--- config.mk ---
export PLATFORM = sky130hd
export DESIGN_NAME = keccak_parse
export DESIGN_NICKNAME = d
export VERILOG_FILES = /design/src/rtl/kyber_pkg.sv /design/src/rtl/parse_bitbuf.sv /design/src/rtl/keccak_parse.sv
export SDC_FILE = /design/constraint.sdc
export NUM_CORES = 1
export LEC_CHECK = 0
export BUFFER_PORTS_ARGS = -buffer_cell sky130_fd_sc_hd__clkbuf_2
export CORE_AREA = 2 2 150 152
export DETAILED_ROUTE_END_ITERATION = 10
export DIE_AREA = 0 0 152 154
export GPL_TIMING_DRIVEN = 0
export SYNTH_ARGS = -nofsm -noshare
export SYNTH_HDL_FRONTEND = slang
export SYNTH_SLANG_ARGS = --single-unit
--- constraint.sdc ---
create_clock -name clk -period 3.26 [get_ports clk]
set_clock_uncertainty 0.1 [all_clocks]
set_input_delay 0.326 -clock clk [delete_from_list [all_inputs] [get_ports clk]]
set_output_delay 0.326 -clock clk [all_outputs]
set_load 0.01 [all_outputs]
--- src/rtl/kyber_pkg.sv ---
// Shared Kyber constants, the parse FSM state type and the rejection test
// used by the keccak_parse sampler.
package kyber_pkg;

    localparam int KYBER_Q = 3329;
    localparam int KYBER_N = 256;
    localparam int COEFF_W = 12;

    typedef enum logic [1:0] {
        ST_IDLE,
        ST_REQ,
        ST_WAIT,
        ST_RUN
    } parse_state_t;

    // A 12-bit candidate is a uniform coefficient only when it lies below the modulus.
    function automatic logic cand_ok(input logic [COEFF_W-1:0] cand, input int q);
        return int'(cand) < q;
    endfunction

endpackage

--- src/rtl/parse_bitbuf.sv ---
// Append/shift bit buffer for the keccak parser. Whole words are appended
// above the leftover bits and 12-bit candidates are taken from the bottom,
// so the bit stream stays little-endian and contiguous across words.
module parse_bitbuf
    import kyber_pkg::*;
#(
    parameter int WORD_W = 64
) (
    input  logic               clk,
    input  logic               rst,
    input  logic               clear,
    input  logic               push,
    input  logic               pop12,
    input  logic [WORD_W-1:0]  data,
    output logic [COEFF_W-1:0] cand,
    output logic               have12,
    output logic [6:0]         bcnt
);

    localparam int BUF_W = WORD_W + COEFF_W;

    logic [BUF_W-1:0] bits;

    // Fill level: number of valid bits held at the bottom of the buffer.
    always_ff @(posedge clk) begin
        if (rst) begin
            bcnt <= '0;
        end else if (clear) begin
            bcnt <= '0;
        end else if (push) begin
            bcnt <= bcnt + 7'(WORD_W);
        end else if (pop12) begin
            bcnt <= bcnt - 7'(COEFF_W);
        end
    end

    // Buffer contents: OR the new word in above the leftover, shift out consumed candidates.
    always_ff @(posedge clk) begin
        if (clear) begin
            bits <= '0;
        end else if (push) begin
            bits <= bits | (BUF_W'(data) << bcnt);
        end else if (pop12) begin
            bits <= bits >> COEFF_W;
        end
    end

    assign cand   = bits[COEFF_W-1:0];
    assign have12 = (bcnt >= 7'(COEFF_W));

endmodule

--- src/rtl/keccak_parse.sv ---
// Rejection-sampling parser: pulls squeezed words from the keccak output
// FIFO one at a time, chops them into 12-bit candidates and emits those
// below Q as polynomial coefficients 0..N_COEFF-1.
// Optional build macro: KECCAK_PARSE_STATS_EN adds rej_cnt / word_cnt outputs.
module keccak_parse
    import kyber_pkg::*;
#(
    parameter int WORD_W  = 64,
    parameter int N_COEFF = KYBER_N,
    parameter int Q       = KYBER_Q
) (
    input  logic               clk,
    input  logic               rst,
    input  logic               start,
    input  logic [WORD_W-1:0]  in_data,
    input  logic               in_valid,
    input  logic               in_empty,
    output logic               gimme,
    output logic [COEFF_W-1:0] coeff,
    output logic               coeff_valid,
    output logic [7:0]         coeff_idx,
    output logic               done,
    output logic               busy
`ifdef KECCAK_PARSE_STATS_EN
    ,
    output logic [15:0]        rej_cnt,
    output logic [7:0]         word_cnt
`endif
);

    localparam logic [7:0] LAST_IDX = 8'(N_COEFF - 1);

    parse_state_t       state;
    logic               discard;
    logic [7:0]         count;
    logic [COEFF_W-1:0] cand;
    logic               have12;
    logic [6:0]         bcnt;
    logic               accept;
    logic               push;
    logic               pop12;
    logic               pop_now;
    logic               disc_on_start;
    logic               last_cand;

    assign accept  = cand_ok(cand, Q);
    assign push    = (state == ST_WAIT) && in_valid && !start;
    assign pop12   = (state == ST_RUN) && have12 && !start;
    assign pop_now = (state == ST_REQ) && gimme && !in_empty;
    // A word is still owed to us after a restart if a pop is pending and not
    // answered this cycle, or if a pop is happening right now.
    assign disc_on_start = (((state == ST_WAIT) || discard) && !in_valid) || pop_now;
    // After this candidate fewer than 12 bits remain, so a refill is needed.
    assign last_cand = (bcnt < 7'(2 * COEFF_W));

    parse_bitbuf #(
        .WORD_W (WORD_W)
    ) u_bitbuf (
        .clk    (clk),
        .rst    (rst),
        .clear  (start),
        .push   (push),
        .pop12  (pop12),
        .data   (in_data),
        .cand   (cand),
        .have12 (have12),
        .bcnt   (bcnt)
    );

    // Parse FSM: word request handshake, candidate acceptance and registered outputs.
    always_ff @(posedge clk) begin
        if (rst) begin
            state       <= ST_IDLE;
            gimme       <= 1'b0;
            coeff       <= '0;
            coeff_valid <= 1'b0;
            coeff_idx   <= '0;
            done        <= 1'b0;
            busy        <= 1'b0;
            discard     <= 1'b0;
            count       <= '0;
        end else begin
            coeff_valid <= 1'b0;
            done        <= 1'b0;
            if (done) begin
                busy <= 1'b0;
            end
            if (start) begin
                state     <= ST_REQ;
                busy      <= 1'b1;
                coeff_idx <= '0;
                count     <= '0;
                discard   <= disc_on_start;
                gimme     <= !disc_on_start;
            end else begin
                case (state)
                    ST_IDLE: begin
                        gimme <= 1'b0;
                    end
                    ST_REQ: begin
                        if (discard) begin
                            if (in_valid) begin
                                discard <= 1'b0;
                                gimme   <= 1'b1;
                            end
                        end else if (gimme && !in_empty) begin
                            state <= ST_WAIT;
                            gimme <= 1'b0;
                        end else begin
                            gimme <= 1'b1;
                        end
                    end
                    ST_WAIT: begin
                        if (in_valid) begin
                            state <= ST_RUN;
                        end
                    end
                    ST_RUN: begin
                        if (have12) begin
                            if (accept) begin
                                coeff       <= cand;
                                coeff_idx   <= count;
                                coeff_valid <= 1'b1;
                                count       <= count + 8'd1;
                            end
                            if (accept && (count == LAST_IDX)) begin
                                done  <= 1'b1;
                                state <= ST_IDLE;
                            end else if (last_cand) begin
                                state <= ST_REQ;
                                gimme <= 1'b1;
                            end
                        end else begin
                            state <= ST_REQ;
                            gimme <= 1'b1;
                        end
                    end
                    default: begin
                        state <= ST_IDLE;
                        gimme <= 1'b0;
                    end
                endcase
            end
        end
    end

`ifdef KECCAK_PARSE_STATS_EN
    // Statistics: saturating reject count and count of every word taken from keccak.
    always_ff @(posedge clk) begin
        if (rst || start) begin
            rej_cnt  <= '0;
            word_cnt <= '0;
        end else begin
            if (pop12 && !accept && (rej_cnt != 16'hFFFF)) begin
                rej_cnt <= rej_cnt + 16'd1;
            end
            if (in_valid && ((state == ST_WAIT) || discard)) begin
                word_cnt <= word_cnt + 8'd1;
            end
        end
    end
`endif

endmodule

==> results of run 1 <==
[layer usage]
metal  share of wire  up-vias  GRT usage
met5               0        -          0
li1                -     3610          -
met3           0.080       96    0.04961
met2            0.46      461     0.4166
met1            0.42     4087     0.3480
met4           0.039        0     0.1153
[power groups by stage]
stage          clock (mW)  combinational, mW  sequential, mW
2_1_floorplan           0              0.231            1.49
5_1_grt              1.97              0.440            1.46
3_5_place_dp            0              0.401            1.49
4_1_cts              1.90              0.402            1.46
3_3_place_gp            0              0.399            1.49
6_report             1.89              0.412            1.46
[area by class of cell]
cell class	instances	area [sq um]	share of cell area
clock inverter	10	123.9	0.01274
sequential	116	2322	0.2388
tap	280	350.3	0.03603
buffer	81	508.0	0.05224
clock buffer	22	474.2	0.04876
timing repair buffer	92	460.4	0.04735
multi-input combinational	668	5459	0.5614
inverter	7	26.28	0.002702
[registers in the layout (all words and copies together) (netlist names)]
name	count
busy	1
u_bitbuf.bits	76
coeff_valid	1
u_bitbuf.bcnt	5
coeff_idx	8
count	8
state	2
done	1
gimme	1
coeff	12
discard	1
[cell families after synthesis]
group                      count (synthesis)  share of synthesized area
muxes                                    167                     0.2850
and+or+nand+nor                          280                     0.1574
AOI/OAI and AO/OA                        210                     0.1994
adders and majority gates                  7                    0.01053
DFF                                      116                     0.2793
buffers and inverters                     88                    0.06425
xor gates and xnor gates                   4                   0.004213
[worst reg2reg max path, stage by stage, from the launching register on]
cell      delay (ns)
dfxtp_1         0.42
inv_1           0.10
ha_1            0.28
nand3b_1        0.30
clkbuf_1        0.47
buf_1           0.69
o41ai_2         0.20
xnor2_1         0.18
nor2_1          0.05
[worst max-delay path by stage]
stage / depth (start not counted) / end / start
2_1_floorplan: 8 / u_bitbuf.bits[64] / state[0]
3_5_place_dp: 8 / u_bitbuf.bcnt[6] / state[0]
6_report: 8 / u_bitbuf.bcnt[6] / state[0]
4_1_cts: 8 / u_bitbuf.bcnt[6] / state[0]
5_1_grt: 8 / u_bitbuf.bits[19] / state[0]
3_3_place_gp: 8 / u_bitbuf.bcnt[6] / state[0]
[through the flow]
step           instance area, sq um  setup slack [ns]  std cells
2_1_floorplan                  8315             1.187        872
3_3_place_gp                   9126            0.4549       1244
3_5_place_dp                   9126            0.3970       1244
4_1_cts                        9724            0.3954       1276
5_1_grt                        9724            0.2572       1276
6_report                       9724            0.3529       1276
[placed cells by master (no fill, tap or decap), types with 8 or more instances in the layout]
| master | netlist | final |
|---|---|---|
| clkbuf_16 | 0 | 17 |
| or3_1 | 8 | 8 |
| dfxtp_1 | 116 | 116 |
| mux2i_1 | 89 | 89 |
| a21oi_1 | 35 | 35 |
| mux2_2 | 24 | 24 |
| nor2_1 | 112 | 112 |
| o221ai_1 | 24 | 24 |
| a221oi_1 | 15 | 15 |
| buf_6 | 14 | 14 |
| buf_2 | 23 | 23 |
| clkbuf_1 | 33 | 35 |
| nand2_1 | 66 | 66 |
| clkbuf_2 | 0 | 92 |
| a2111oi_0 | 11 | 11 |
| nor3_1 | 42 | 42 |
| a211oi_1 | 27 | 27 |
| a221o_1 | 8 | 8 |
| o21ai_0 | 19 | 19 |
| mux4_2 | 46 | 46 |
==> key figures, run 1 <==
Critical path
  • Critical Path Fanout Max: 10
  • Slowest cell delay on critical path: 0.69 ns
  • Worst Setup End Kind: flip-flop
  • Required time worst endpoint: 3.46 ns
  • Cell Chain, Critical Path: inv_1, ha_1, nand3b_1, clkbuf_1, buf_1, o41ai_2, xnor2_1, nor2_1
  • Crit Path Category: reg2reg
  • Crit start category: flip-flop
  • CP max-delay cell: buf_1
  • Critical R2R Capture: u_bitbuf.bcnt[6]
  • Crit path max-delay family: buffers and inverters
  • R2R setup slack: 0.35 ns
  • Cell depth of the worst flop-to-flop path: 8
  • Critical path arrival: 3.11 ns
  • Crit Reg-Reg Startpoint: state[0]
  • Buf+Inv Stages, Crit Path: 3

Cells and area
  • Antenna Cells: 0
  • Finished Core Util: 0.4484
  • Nets: 1059
  • Layout cells sized above 1: 0.2741
  • Layout area overhead: 16.94%
  • Filler cells: 2131

Clock network
  • # hold bufs at CTS: 0
  • Clk buf depth: 2
  • Clock sink count: 116
  • Post-CTS sizing: 0
  • Clock buffer count from CTS: 17
  • Root Driver: clkbuf_16
  • Post-CTS Setup Bufs: 0
  • CTS tree: done
  • Clk slew on worst S/H paths: 0.06 ns
  • CTS HTree Levels: 4
  • Clk Latency, worst-skew pair: 0.42 ns

Hold path
  • Worst hold path class: in2reg
  • WHS Path Cells: 3
  • Hold Startpoint: rst
  • Hold Path Sink: count[7]

Logic synthesis
  • Post-synth top area cell: dfxtp_1
  • Avg Inst Size Synth: 9.536 sq um
  • Top cell type's share of synthesized area: 0.2793
  • Synth area leaders: dfxtp_1 28%, mux4_2 12%, mux2i_1 11%
  • Yosys Warn Count: 0
  • Sequential element share of the synthesized area: 0.2793
  • Post-Synthesis Cells: 872
  • Yosys cell types: 85
  • Top-count cell post-synth: dfxtp_1
  • Fraction of registers with async set/reset: 0
  • Netlist Area Pre-Place: 0.008315 sq mm
  • EDFF count, synth: 0
  • Synthesis-stage register bit count: 116
  • Top_reg_cell synth: dfxtp_1
  • List of most frequent post-synthesis cells: 116 x dfxtp_1, 112 x nor2_1, 89 x mux2i_1
  • Mapped Nets: 948

Routing
  • Starting DRC count in detailed routing: 739
  • Drt wl/cell: 24.15 um
  • Vias: 8254
  • Via density: 6.469
  • DR pass1 iterations: 5
  • Final WL: 30.81 mm
  • # DRC: 0
  • ANT nets after route: 0

Power and ir drop
  • Int Pwr: 2.795 mW
  • PD cells: 387.5 mW/mm^2
  • Share of total power in combinational logic: 0.109
  • P_sw: 0.9730 mW
  • Power Total: 3.768 mW
  • Clock share of power: 0.502
  • Switching Share: 0.2582
  • Leakage: 3.513 nW
  • Flop pwr share: 0.388
  • Maximum vdd ir drop: 0.3438 mV

Floorplanning
  • Full die area: 0.02341 sq mm
  • Initial Util: 0.3834
  • Die W: 152 um
  • # IOs: 93
  • Row Count: 54
  • CORE AREA: 0.02169 sq mm
  • Height of the die: 154 um

STA
  • Slew headroom: 0.1183
  • Unrepaired setup endpoints after global routing: false
  • Final count of hold timing violations: 0
  • Max Freq: 344.0 MHz
  • Hold Slack: 0.1346 ns
  • Final setup vio count: 0
  • Slew @ Worst Pin: 1.320 ns
  • Final Max Slew Viols: 0
  • Post-route minimum period: 2.907 ns
  • Setup_tns: 0 ns
  • Final critical-path share of the clock period: 0.8917

Outcome
  • Status: finished, final reports clean

GRT
  • Initial antenna violation count: 0
  • Global-route wire length before repair: 47.50 mm
  • Largest net degree at the start of global routing: 17
  • Congestion Overflow GR: 0
  • Vias in the first global route: 8096
  • GRT Overall Usage: 0.2620

Placement
  • Post-DP HPWL: 23.48 mm
  • Port bufs: 92
  • Gp weighted congestion: 0.9532

Run
  • Max-cap violation count: 0
Note: power is estimated with default switching activity, not from simulation.
==> run 2: changes to the inputs <==
CELL_PAD_IN_SITES_DETAIL_PLACEMENT = 0   (was unset)
CELL_PAD_IN_SITES_GLOBAL_PLACEMENT = 1   (was unset)
CORE_AREA = 2 2 158 160   (was 2 2 150 152)
DIE_AREA = 0 0 160 162   (was 0 0 152 154)
PLACE_DENSITY = 0.64   (was unset)
==> run 2 against run 1 <==
Fmax fell by 3.9%. Core utilization down 4.2 points. Worst hold slack worse by 0.0019 ns. Sequential power is essentially flat. Highest routed layer unchanged.
==> key figures, run 2 (synthesized netlist as in run 1, its figures left out) <==
Outcome
  • Status: finished, final reports clean

STA
  • Final count of hold timing violations: 0
  • PnR worst setup slack: 0.2354 ns
  • Max Freq: 330.6 MHz
  • Setup_tns: 0 ns
  • Slew headroom: 0.1215
  • Hold Slack: 0.1328 ns
  • Final critical-path share of the clock period: 0.9278
  • Unrepaired setup endpoints after global routing: false
  • Final Max Slew Viols: 0
  • Final setup vio count: 0
  • Post-route minimum period: 3.025 ns
  • Slew @ Worst Pin: 1.308 ns

Clock network
  • Clock sink count: 116
  • Clock buffer count from CTS: 17
  • Clk slew on worst S/H paths: 0.06 ns
  • CTS HTree Levels: 4
  • CTS tree: done
  • Post-CTS sizing: 0
  • Root Driver: clkbuf_16
  • # hold bufs at CTS: 0
  • Clk Latency, worst-skew pair: 0.43 ns
  • Clk buf depth: 2
  • Post-CTS Setup Bufs: 0

Cells and area
  • Max reg flops: 76
  • Antenna Cells: 0
  • Number of non-filler instances in the completed layout: 1319
  • Register Area: 0.002322 sq mm
  • Layout cells sized above 1: 0.2754
  • Layout area overhead: 17.71%
  • Top flop regs: u_bitbuf.bits (76), coeff (12)
  • Commonest non-fill, non-tap cells in the layout: 116 x dfxtp_1, 112 x nor2_1, 92 x clkbuf_2
  • Largest reg by FF count: u_bitbuf.bits
  • Commonest non-fill, non-tap cell in the layout: dfxtp_1
  • Nets: 1059
  • Area of the multi-input gates: 0.005459 sq mm
  • Filler cells: 2472

Routing
  • # DRC: 0
  • Via density: 6.171
  • ANT nets after route: 0
  • Starting DRC count in detailed routing: 955
  • Vias: 8140
  • Final WL: 33.06 mm
  • Drt wl/cell: 25.07 um
  • DR pass1 iterations: 5

Placement
  • Post-DP HPWL: 25.52 mm
  • Gp weighted congestion: 0.9366
  • Setup WS pre-CTS: 0.3361 ns
  • Port bufs: 92
  • Placed cell count: 1288

Critical path
  • Required time worst endpoint: 3.51 ns
  • Worst Setup End Kind: flip-flop
  • Crit start category: flip-flop
  • Critical Path Fanout Max: 10
  • Crit Path Category: reg2reg
  • Cell depth of the worst flop-to-flop path: 8
  • Critical path arrival: 3.28 ns

Floorplanning
  • CORE AREA: 0.02411 sq mm
  • Initial Util: 0.3450
  • # IOs: 93
  • Full die area: 0.02592 sq mm
  • Height of the die: 162 um
  • Die W: 160 um
  • Row Count: 57

GRT
  • GRT Overall Usage: 0.2581
  • Congestion Overflow GR: 0
  • Vias in the first global route: 8079
  • Initial antenna violation count: 0
  • Largest net degree at the start of global routing: 17
  • Global-route wire length before repair: 50.45 mm

Hold path
  • WHS Path Cells: 3
  • Worst hold path class: in2reg

Power and ir drop
  • Power Total: 3.843 mW
  • P_sw: 0.9982 mW
  • Switching Share: 0.2598
  • Maximum vdd ir drop: 0.2526 mV
  • Flop pwr share: 0.381
  • Leakage: 3.529 nW
  • Int Pwr: 2.844 mW
  • Share of total power in combinational logic: 0.108
  • PD cells: 392.6 mW/mm^2
  • Clock share of power: 0.511

Run
  • Max-cap violation count: 0
## run 2: cell count changes in the layout (fill, tap and decap cells not counted)
| cell | delta |
|---|---|
| clkbuf_8 | -1 |
| bufinv_16 | +1 |
| clkinv_2 | +3 |
| clkinvlp_4 | -2 |
| clkinv_4 | -1 |
| inv_6 | +1 |
| clkbuf_1 | -2 |
## run 2: final timing paths
| path | slack, ns | startpoint | end |
|---|---|---|---|
| max | 0.24 | state[0] | u_bitbuf.bits[19] |
| min | 0.13 | rst | count[7] |
| max reg2reg | 0.24 | state[0] | u_bitbuf.bits[19] |
| min reg2reg | 0.36 | coeff[6] | coeff[6] |
## run 2: final cells by class
class	count	share of cell area
Sequential cell	116	0.2372
Clock buffer	19	0.04627
Buffer	81	0.05190
Timing Repair Buffer	92	0.04704
Inverter	7	0.002684
Tap cell	324	0.04142
Clock inverter	12	0.01572
Multi-Input combinational cell	668	0.5577
## run 2: metal layers
metal / up-vias / track usage / part of all wire
met3: 78 / 0.04137 / 0.069
li1: 3625 / - / -
met5: - / 0 / 0
met4: 0 / 0.09582 / 0.032
met1: 4019 / 0.3656 / 0.45
met2: 418 / 0.3973 / 0.44
## run 2: power groups by stage
stage	combinational, mW	sequential, mW	clock [mW]
after floorplan	0.231	1.49	0
after global placement	0.407	1.49	0
after detailed placement	0.408	1.49	0
after CTS	0.410	1.46	1.98
after global routing	0.445	1.47	2.04
final	0.416	1.46	1.96
## run 2: metrics by stage
step	cell area [sq um]	util
5_1_grt	9788	0.4061
4_1_cts	9788	0.4061
6_report	9788	0.4061
3_5_place_dp	9181	0.3809
2_1_floorplan	8315	-
3_3_place_gp	9181	0.3809
## run 2: worst max-delay path, cell delays in order (launching register included)
cell      delay (ns)
dfxtp_1         0.35
inv_1           0.10
ha_1            0.26
and3b_1         0.27
clkbuf_1        0.56
nand2_1         0.54
a211oi_1        0.51
nor3_1          0.08
nor3_1          0.16
==> run 3: changes to the inputs <==
PLACE_DENSITY = 0.72   (was 0.64)
==> run 3 against run 2 <==
Flip-flop and latch count did not move. Critical endpoint is now u_bitbuf.bcnt[6]. Worst setup slack improved by 0.12 ns. Die area did not move. Largest cell class unchanged.
==> key figures, run 3 (synthesized netlist as in run 1, its figures left out) <==
Placement
  • Setup WS pre-CTS: 0.4045 ns
  • Placed cell area: 0.009181 sq mm
  • Gp weighted congestion: 0.9335
  • Post-DP HPWL: 24.20 mm
  • Port bufs: 92

Floorplanning
  • Row Count: 57
  • Full die area: 0.02592 sq mm
  • # IOs: 93
  • Die W: 160 um
  • Initial Util: 0.3450
  • Height of the die: 162 um
  • CORE AREA: 0.02411 sq mm

Cells and area
  • Layout area overhead: 18.10%
  • Layout cells sized above 1: 0.2761
  • Antenna Cells: 0
  • Commonest non-fill, non-tap cell in the layout: dfxtp_1
  • Nets: 1059
  • Largest reg by FF count: u_bitbuf.bits
  • Commonest non-fill, non-tap cells in the layout: 116 x dfxtp_1, 112 x nor2_1, 92 x clkbuf_2
  • Final non-filler cell area: 0.009821 sq mm
  • Top flop regs: u_bitbuf.bits (76), coeff (12)
  • Finished Core Util: 0.4074
  • Max reg flops: 76

Power and ir drop
  • Leakage: 3.541 nW
  • Maximum vdd ir drop: 0.2490 mV
  • PD cells: 398.1 mW/mm^2

GRT
  • Global-route wire length before repair: 48.00 mm
  • Largest net degree at the start of global routing: 17
  • Initial antenna violation count: 0
  • Vias in the first global route: 8090
  • Congestion Overflow GR: 0
  • GRT Overall Usage: 0.2434

STA
  • Hold Slack: 0.1299 ns
  • Final critical-path share of the clock period: 0.8920
  • Final Max Slew Viols: 0
  • Final setup vio count: 0
  • Post-route minimum period: 2.908 ns
  • PnR worst setup slack: 0.3520 ns
  • Slew @ Worst Pin: 1.393 ns
  • Final count of hold timing violations: 0
  • Setup_tns: 0 ns
  • Max Freq: 343.9 MHz
  • Slew headroom: 0.06964
  • Unrepaired setup endpoints after global routing: false

Hold path
  • Worst hold path class: in2reg

Clock network
  • Clock buffer count from CTS: 17
  • CTS HTree Levels: 4
  • Post-CTS sizing: 0
  • Clk buf depth: 2
  • Root Driver: clkbuf_16
  • Post-CTS Setup Bufs: 0
  • CTS tree: done
  • Clk Latency, worst-skew pair: 0.42 ns
  • Clk slew on worst S/H paths: 0.06 ns
  • Clock sink count: 116
  • # hold bufs at CTS: 0

Routing
  • DR pass1 iterations: 5
  • Starting DRC count in detailed routing: 857
  • Via density: 6.223
  • # DRC: 0
  • Vias: 8214
  • Final WL: 31.25 mm
  • ANT nets after route: 0
  • Drt wl/cell: 23.68 um

Critical path
  • Required time worst endpoint: 3.46 ns
  • Critical Path Fanout Max: 10
  • Crit start category: flip-flop
  • Crit Path Category: reg2reg
  • Critical path arrival: 3.11 ns
  • Worst Setup End Kind: flip-flop

Outcome
  • Status: finished, final reports clean

Run
  • Max-cap violation count: 0
==> run 3: cell types whose count changed in the layout (fill, tap and decap cells not counted) <==
cell,previous run,this run
clkbuf_8,2,1
clkinv_4,1,3
inv_6,2,3
bufinv_16,3,4
clkinv_2,3,1
==> run 3: report_power, final <==
part           leakage [nW]  total, mW  internal [mW]  switching (mW)
Clock                 0.304       2.03           1.31           0.727
Sequential            0.936       1.46           1.44          0.0213
Combinational          2.30      0.413          0.165           0.248
Total                  3.54       3.91           2.91           0.996
==> run 3: area by class of cell <==
cell class	instances	area (sq um)
Inverter	7	26.28
Fill cell	2464	14290
Clock inverter	14	200.2
Buffer	81	508.0
Tap cell	324	405.4
Timing Repair Buffer	92	460.4
Clock buffer	18	439.2
Sequential cell	116	2322
Multi-Input combinational cell	668	5459
==> run 3: critical path: stages, from the launching register on <==
cell and delay (ns):
dfxtp_1 0.42, inv_1 0.09, ha_1 0.27, nand3b_1 0.26, clkbuf_1 0.51, buf_1 0.70, o41ai_2 0.21, xnor2_1 0.18
nor2_1 0.05
==> run 3: path summary, 6_finish.rpt <==
kind / start / endpoint / slack (ns) / depth (start not counted)
max reg2reg: state[0] / u_bitbuf.bcnt[6] / 0.35 / 8
min reg2reg: coeff[8] / coeff[8] / 0.36 / 2
min: rst / count[7] / 0.13 / 3
max: state[0] / u_bitbuf.bcnt[6] / 0.35 / 8
==> run 3: routing by layer <==
| metal | part of all wire | track usage | routed length (um) | up-vias |
|---|---|---|---|---|
| met5 | 0 | 0 | 0 | - |
| met4 | 0.056 | 0.1294 | 1763 | 0 |
| met3 | 0.066 | 0.04060 | 2069 | 120 |
| met2 | 0.46 | 0.3851 | 14250 | 416 |
| met1 | 0.42 | 0.3200 | 13170 | 4068 |
| li1 | - | - | - | 3610 |
==> run 3: stage by stage <==
stage	cells	power [mW]
after global placement	1288	1.895
after CTS	1320	3.920
final	1320	3.909
after floorplan	872	1.719
after detailed placement	1288	1.896
after global routing	1320	4.038
